===== src/rtl/ram_ctrl.sv =====
// Byte-addressed load/store front-end for a 64-bit word synchronous RAM; sub-dword stores use read-modify-write.
// Latency accept->resp: misaligned 1, dword store 2, load 3, sub-dword store 4; one request outstanding, response held until resp_ready.
module ram_ctrl #(
  parameter int ADDRESS_SIZE  = 11,
  parameter int MEM_WORD_SIZE = 64
) (
  input  logic                      clk,
  input  logic                      rst_n,
  input  logic                      req_valid,
  output logic                      req_ready,
  input  logic                      req_write,
  input  logic [1:0]                req_size,
  input  logic                      req_signed,
  input  logic [ADDRESS_SIZE+2:0]   req_addr,
  input  logic [MEM_WORD_SIZE-1:0]  req_wdata,
  output logic                      resp_valid,
  input  logic                      resp_ready,
  output logic [MEM_WORD_SIZE-1:0]  resp_rdata,
  output logic                      resp_error,
  output logic [ADDRESS_SIZE-1:0]   ram_address,
  output logic                      ram_isReading,
  output logic [MEM_WORD_SIZE-1:0]  ram_dataIn,
  input  logic [MEM_WORD_SIZE-1:0]  ram_dataOut
);

  localparam int W = MEM_WORD_SIZE;

  localparam logic [2:0] ST_IDLE    = 3'd0;
  localparam logic [2:0] ST_ISSUE   = 3'd1;
  localparam logic [2:0] ST_CAPTURE = 3'd2;
  localparam logic [2:0] ST_WRITE   = 3'd3;
  localparam logic [2:0] ST_RESP    = 3'd4;

  logic [2:0]              state_q, state_d;
  logic                    req_ready_q;
  logic                    wr_q;
  logic [1:0]              size_q;
  logic                    sgn_q;
  logic [ADDRESS_SIZE-1:0] idx_q;
  logic [2:0]              off_q;
  logic [W-1:0]            wbuf_q;
  logic [W-1:0]            rdata_q;
  logic                    err_q;

  logic                    accept;
  logic                    misalign_in;
  logic [2:0]              align_mask;
  logic [5:0]              shift;
  logic [W-1:0]            lmask;
  logic [W-1:0]            lane;
  logic                    lane_msb;
  logic [W-1:0]            load_val;
  logic [W-1:0]            merged;

  assign accept = req_valid && req_ready_q;

  always_comb begin
    align_mask = 3'b000;
    case (req_size)
      2'd0:    align_mask = 3'b000;
      2'd1:    align_mask = 3'b001;
      2'd2:    align_mask = 3'b011;
      default: align_mask = 3'b111;
    endcase
  end

  assign misalign_in = (req_addr[2:0] & align_mask) != 3'b000;

  // Lane extraction and merge both work on the latched size/offset.
  always_comb begin
    lmask = '0;
    case (size_q)
      2'd0:    lmask = {{(W-8){1'b0}},  8'hFF};
      2'd1:    lmask = {{(W-16){1'b0}}, 16'hFFFF};
      2'd2:    lmask = {{(W-32){1'b0}}, 32'hFFFF_FFFF};
      default: lmask = '1;
    endcase
  end

  assign shift = {off_q, 3'b000};
  assign lane  = (ram_dataOut >> shift) & lmask;

  always_comb begin
    lane_msb = 1'b0;
    case (size_q)
      2'd0:    lane_msb = lane[7];
      2'd1:    lane_msb = lane[15];
      2'd2:    lane_msb = lane[31];
      default: lane_msb = lane[W-1];
    endcase
  end

  assign load_val = (sgn_q && lane_msb) ? (lane | ~lmask) : lane;
  assign merged   = (ram_dataOut & ~(lmask << shift)) | ((wbuf_q & lmask) << shift);

  always_comb begin
    state_d = state_q;
    case (state_q)
      ST_IDLE: begin
        if (accept) begin
          if (misalign_in)                        state_d = ST_RESP;
          else if (req_write && req_size == 2'd3) state_d = ST_WRITE;
          else                                    state_d = ST_ISSUE;
        end
      end
      ST_ISSUE:   state_d = ST_CAPTURE;
      ST_CAPTURE: state_d = wr_q ? ST_WRITE : ST_RESP;
      ST_WRITE:   state_d = ST_RESP;
      ST_RESP:    if (resp_ready) state_d = ST_IDLE;
      default:    state_d = ST_IDLE;
    endcase
  end

  always_ff @(posedge clk or negedge rst_n) begin
    if (!rst_n) begin
      state_q     <= ST_IDLE;
      req_ready_q <= 1'b0;
      wr_q        <= 1'b0;
      size_q      <= 2'd0;
      sgn_q       <= 1'b0;
      idx_q       <= '0;
      off_q       <= 3'd0;
      wbuf_q      <= '0;
      rdata_q     <= '0;
      err_q       <= 1'b0;
    end else begin
      state_q     <= state_d;
      req_ready_q <= (state_d == ST_IDLE);
      if (state_q == ST_IDLE && accept) begin
        wr_q    <= req_write;
        size_q  <= req_size;
        sgn_q   <= req_signed;
        idx_q   <= req_addr[ADDRESS_SIZE+2:3];
        off_q   <= req_addr[2:0];
        // Store data parks in the write buffer; dword stores write it as-is.
        wbuf_q  <= req_wdata;
        rdata_q <= '0;
        err_q   <= misalign_in;
      end
      if (state_q == ST_CAPTURE) begin
        if (wr_q) wbuf_q  <= merged;
        else      rdata_q <= load_val;
      end
    end
  end

  assign req_ready     = req_ready_q;
  assign resp_valid    = (state_q == ST_RESP);
  assign resp_rdata    = rdata_q;
  assign resp_error    = err_q;
  assign ram_address   = idx_q;
  assign ram_isReading = (state_q != ST_WRITE);
  assign ram_dataIn    = wbuf_q;

endmodule


===== config.mk =====
export PLATFORM = sky130hd
export DESIGN_NAME = ram_ctrl
export DESIGN_NICKNAME = d
export VERILOG_FILES = /design/src/rtl/ram_ctrl.sv
export SDC_FILE = /design/constraint.sdc
export NUM_CORES = 1
export LEC_CHECK = 0
export ABC_AREA = 1
export CAP_MARGIN = 20
export CORE_ASPECT_RATIO = 1.25
export CORE_UTILIZATION = 53
export CTS_CLUSTER_SIZE = 10
export DETAILED_ROUTE_END_ITERATION = 6
export PLACE_DENSITY = 0.87
export RECOVER_POWER = 100
export SLEW_MARGIN = 10
export SYNTH_ARGS = -nofsm -noshare
export SYNTH_HDL_FRONTEND = slang
export SYNTH_SLANG_ARGS = --single-unit

===== constraint.sdc =====
create_clock -name clk -period 4.2 [get_ports clk]
set_input_delay 0.84 -clock clk [delete_from_list [all_inputs] [get_ports clk]]
set_output_delay 0.84 -clock clk [all_outputs]
set_load 0.005 [all_outputs]

==> out/summary.md <==
After synthesis, the largest area contributor takes up 36.6% of total cell area. Clock latency on the worst-skew pair, taken at its later pin, is 0.45 ns. After routing, the total negative slack on setup checks comes to 0 ns.

Yosys mapped a number of flops with a built-in enable equal to 0. Clock tree synthesis inserted a total of 17 buffers. TritonCTS built the clock tree. The clock net sink count was 151; the actual transition at the worst max-transition pin was 2.62 ns. Cells with a size suffix above 1 make up 4.28% of the layout. The final clock period utilization by the worst path was 80.6%. The leading register cell type out of synthesis is dfrtp_1. The tools report the number of design rule violations left after detail routing as 1. STA puts the critical path data required time at 4.55 ns. Entering global routing, the biggest net connects 101 pins.

The met2 track utilization from global routing came out at 75.5%. The run gives 56 as the cell row count. The total area inside the core boundary comes to 18900 sq um.

The slowest library cell on the worst path is dfrtp_1. Effective utilization at floorplan: 54.6%. The worst setup path is captured at a flip-flop. The worst-case IR drop observed on VDD is 0.000432 V.

Post-route antenna net violation count: 0. Walking the worst path, the cells encountered are inv_2 > o211ai_1 > a21oi_1 > a21oi_1 > nand2_1 > nand3_1 > nand2_1 > o21ai_0. The tools report the sequential share of the synthesized area as 36.6%.

Summed over all cells, the static leakage comes to 6.44 nW. The final layout contains routed wiring with a total length of 45900 um. The post-synth design cell area came out at 10300 sq um. For the via count of the first global-routing pass, the log shows 12200. By area the synthesized netlist is led by dfrtp_1, nand2_1, a21oi_1, o21ai_0, nand3_1. The weighted congestion at the end of routability-driven global placement was 1.01; the fmax was 295 MHz.

The logs give 1732 for the number of nets produced by synthesis and 0 for the number of hold-slack violations in the final timing report. The number of port buffers works out to 292. Hold is met by 0.479 ns.

The number of slew-limit violations in the final report is 197, and the power per cell area is 808 nW/um^2. Global routing consumed, on the met3 layer, 8.89% of the routing resources. The logs give 0 for the count of cells resized by post-cts repair and 7 for the number of detailed-route iterations in the first pass. The die span in y was 158 um. Violation count after the first detailed-route iteration: 1866. The flow ran to the end, but the final reports show violations. Buffers inserted to repair hold after CTS numbered 0. The horizontal extent of the die is 127 um. After technology mapping, the gate count stands at 1582. Summing over every cut layer, the via total after detailed routing is 13000. The clock period could shrink to 3.39 ns. The synthesis-stage register bit count was 151; the number of vias per cell was 6.39. The min-delay analysis places its worst path in the category flip-flop to flip-flop. By count the netlist is led by nand2_1, a21oi_1, dfrtp_1. Setup repair after global routing left no endpoint under its margin. The checks that failed: DRC, capacitance limit, slew limit. After synthesis, the share of flip-flops with an asynchronous set or reset is 100%. Yosys mapped the design onto 31 distinct sky130hd cell types. The die area was 20100 sq um.

The wire length per cell after detailed routing came out at 22.6 um. Clock-pin slew was measured on the worst setup and hold paths at 0.07 ns. For this run, global-route usage on met1 was measured as 55.9%. The critical path is of the flip-flop to flip-flop type.

The highest fanout seen on the critical path is 32. Number of top-level pins: 293. The logs give 3.73 ns for the worst path arrival time and 2 for the number of max-cap violations. For the final layout net count, the log shows 1937. The family with the most delay on the worst path was compound AO/OA/AOI/OAI gates. Total track usage: 46.3%. The tree is rooted in a clkbuf_16. The buffer levels on the longest clock path was 2. The type of element launching the critical path is a flip-flop. On the worst path, the slowest cell contributes a delay of 1.05 ns. The post-synthesis to final-layout area growth works out to 33.6%. Post-CTS timing repair inserted 0 buffers for setup.

In this run the number of H-tree levels came out at 4. The count of warnings emitted by yosys is 0, and the wire length of the first global-routing pass is 69100 um. The tools report the initial antenna violation count as 2. Summed over all layers, the global routing overflow is 0. The worst pin sits at a relative slew slack of -74.7%.

Buffers plus inverters on the worst setup path: 1. Setup violations remaining at the end of the flow were counted as 0. The half-perimeter wire length after placement is 32800 um. The synthesized design spends more area on one cell type than any other, namely dfrtp_1. On the final layout, the worst clock skew is 0.0140 ns. The layer flagged by global routing as most heavily used is met2. Post-synthesis area per instance: 6.53 sq um. In the post-synthesis netlist, the cell with the most instances is nand2_1.
[path summary, 6_finish.rpt]
path | endpoint | start | cells past startpoint | slack [ns]
hold reg to reg | resp_error | resp_error | 2 | 0.48
max in group asynchronous | resp_rdata[22] | rst_n | 1 | 1.47
setup / recovery | ram_dataIn[55] | off_q[2] | 8 | 0.81
hold / removal | resp_error | resp_error | 2 | 0.48
setup reg to reg | ram_dataIn[55] | off_q[2] | 8 | 0.81
min in group asynchronous | ram_address[1] | rst_n | 1 | 1.20
[stage by stage]
stage	std cells	total power [W]	worst slack [ns]	util (%)	cell area (sq um)
5_1_grt	2034	0.0118	0.677	72.9	13800
2_1_floorplan	1582	0.00657	2.30	-	10300
3_3_place_gp	2000	0.00943	1.40	69.8	13200
6_report	2034	0.0111	0.813	72.9	13800
3_5_place_dp	2000	0.00952	1.36	69.8	13200
4_1_cts	2032	0.0112	1.49	73.0	13800
[area by class of cell]
cell class	count	area [sq um]
fill	1575	5120
inverter	86	323
clock buffer	17	425
timing repair buffer	319	3130
sequential	151	3780
clock inverter	15	178
antenna	2	5.00
tap	232	290
multi-input combinational	1212	5670
[registers in the layout, indices dropped and copies added, names as in the netlist]
signal / cells
off_q: 3
ram_address: 11
ram_dataIn: 64
req_ready: 1
resp_error: 1
resp_rdata: 64
sgn_q: 1
size_q: 2
state_q: 3
wr_q: 1
[layer usage]
layer / routed length, um / vias up
li1: - / 5795
met1: 16100 / 5945
met2: 21600 / 1022
met3: 4950 / 229
met4: 3290 / 0
met5: 0 / -
[power by group]
part,internal (W),total [W],switching (W)
Sequential,0.00213,0.00274,0.000601
Clock,0.000855,0.00163,0.000770
Combinational,0.00245,0.00679,0.00434
[kinds of logic after synthesis]
logic type / synth area share [%]
AOI/OAI and AO/OA: 27.2
buffers and inverters: 8.61
DFF: 36.6
muxes: 0.582
and+or+nand+nor: 27.0
[tightest hold or removal path: cells and delay by family (launching register included)]
family / cells / cell delay (ns)
simple gates: 2 / 0.10
flops: 1 / 0.34
[layout by cell type (no fill, tap or decap), types with 17 or more instances in the layout]
cell / instances
nand2_1: 503
a21oi_1: 200
dfrtp_1: 149
o21ai_0: 148
clkdlybuf4s50_1: 147
dlygate4sd3_1: 144
nand3_1: 117
inv_1: 80
nor2_1: 56
a31oi_1: 48
o21ai_1: 42
a22oi_1: 28
buf_4: 23
clkbuf_16: 17
(Power assumes the default switching activity.)
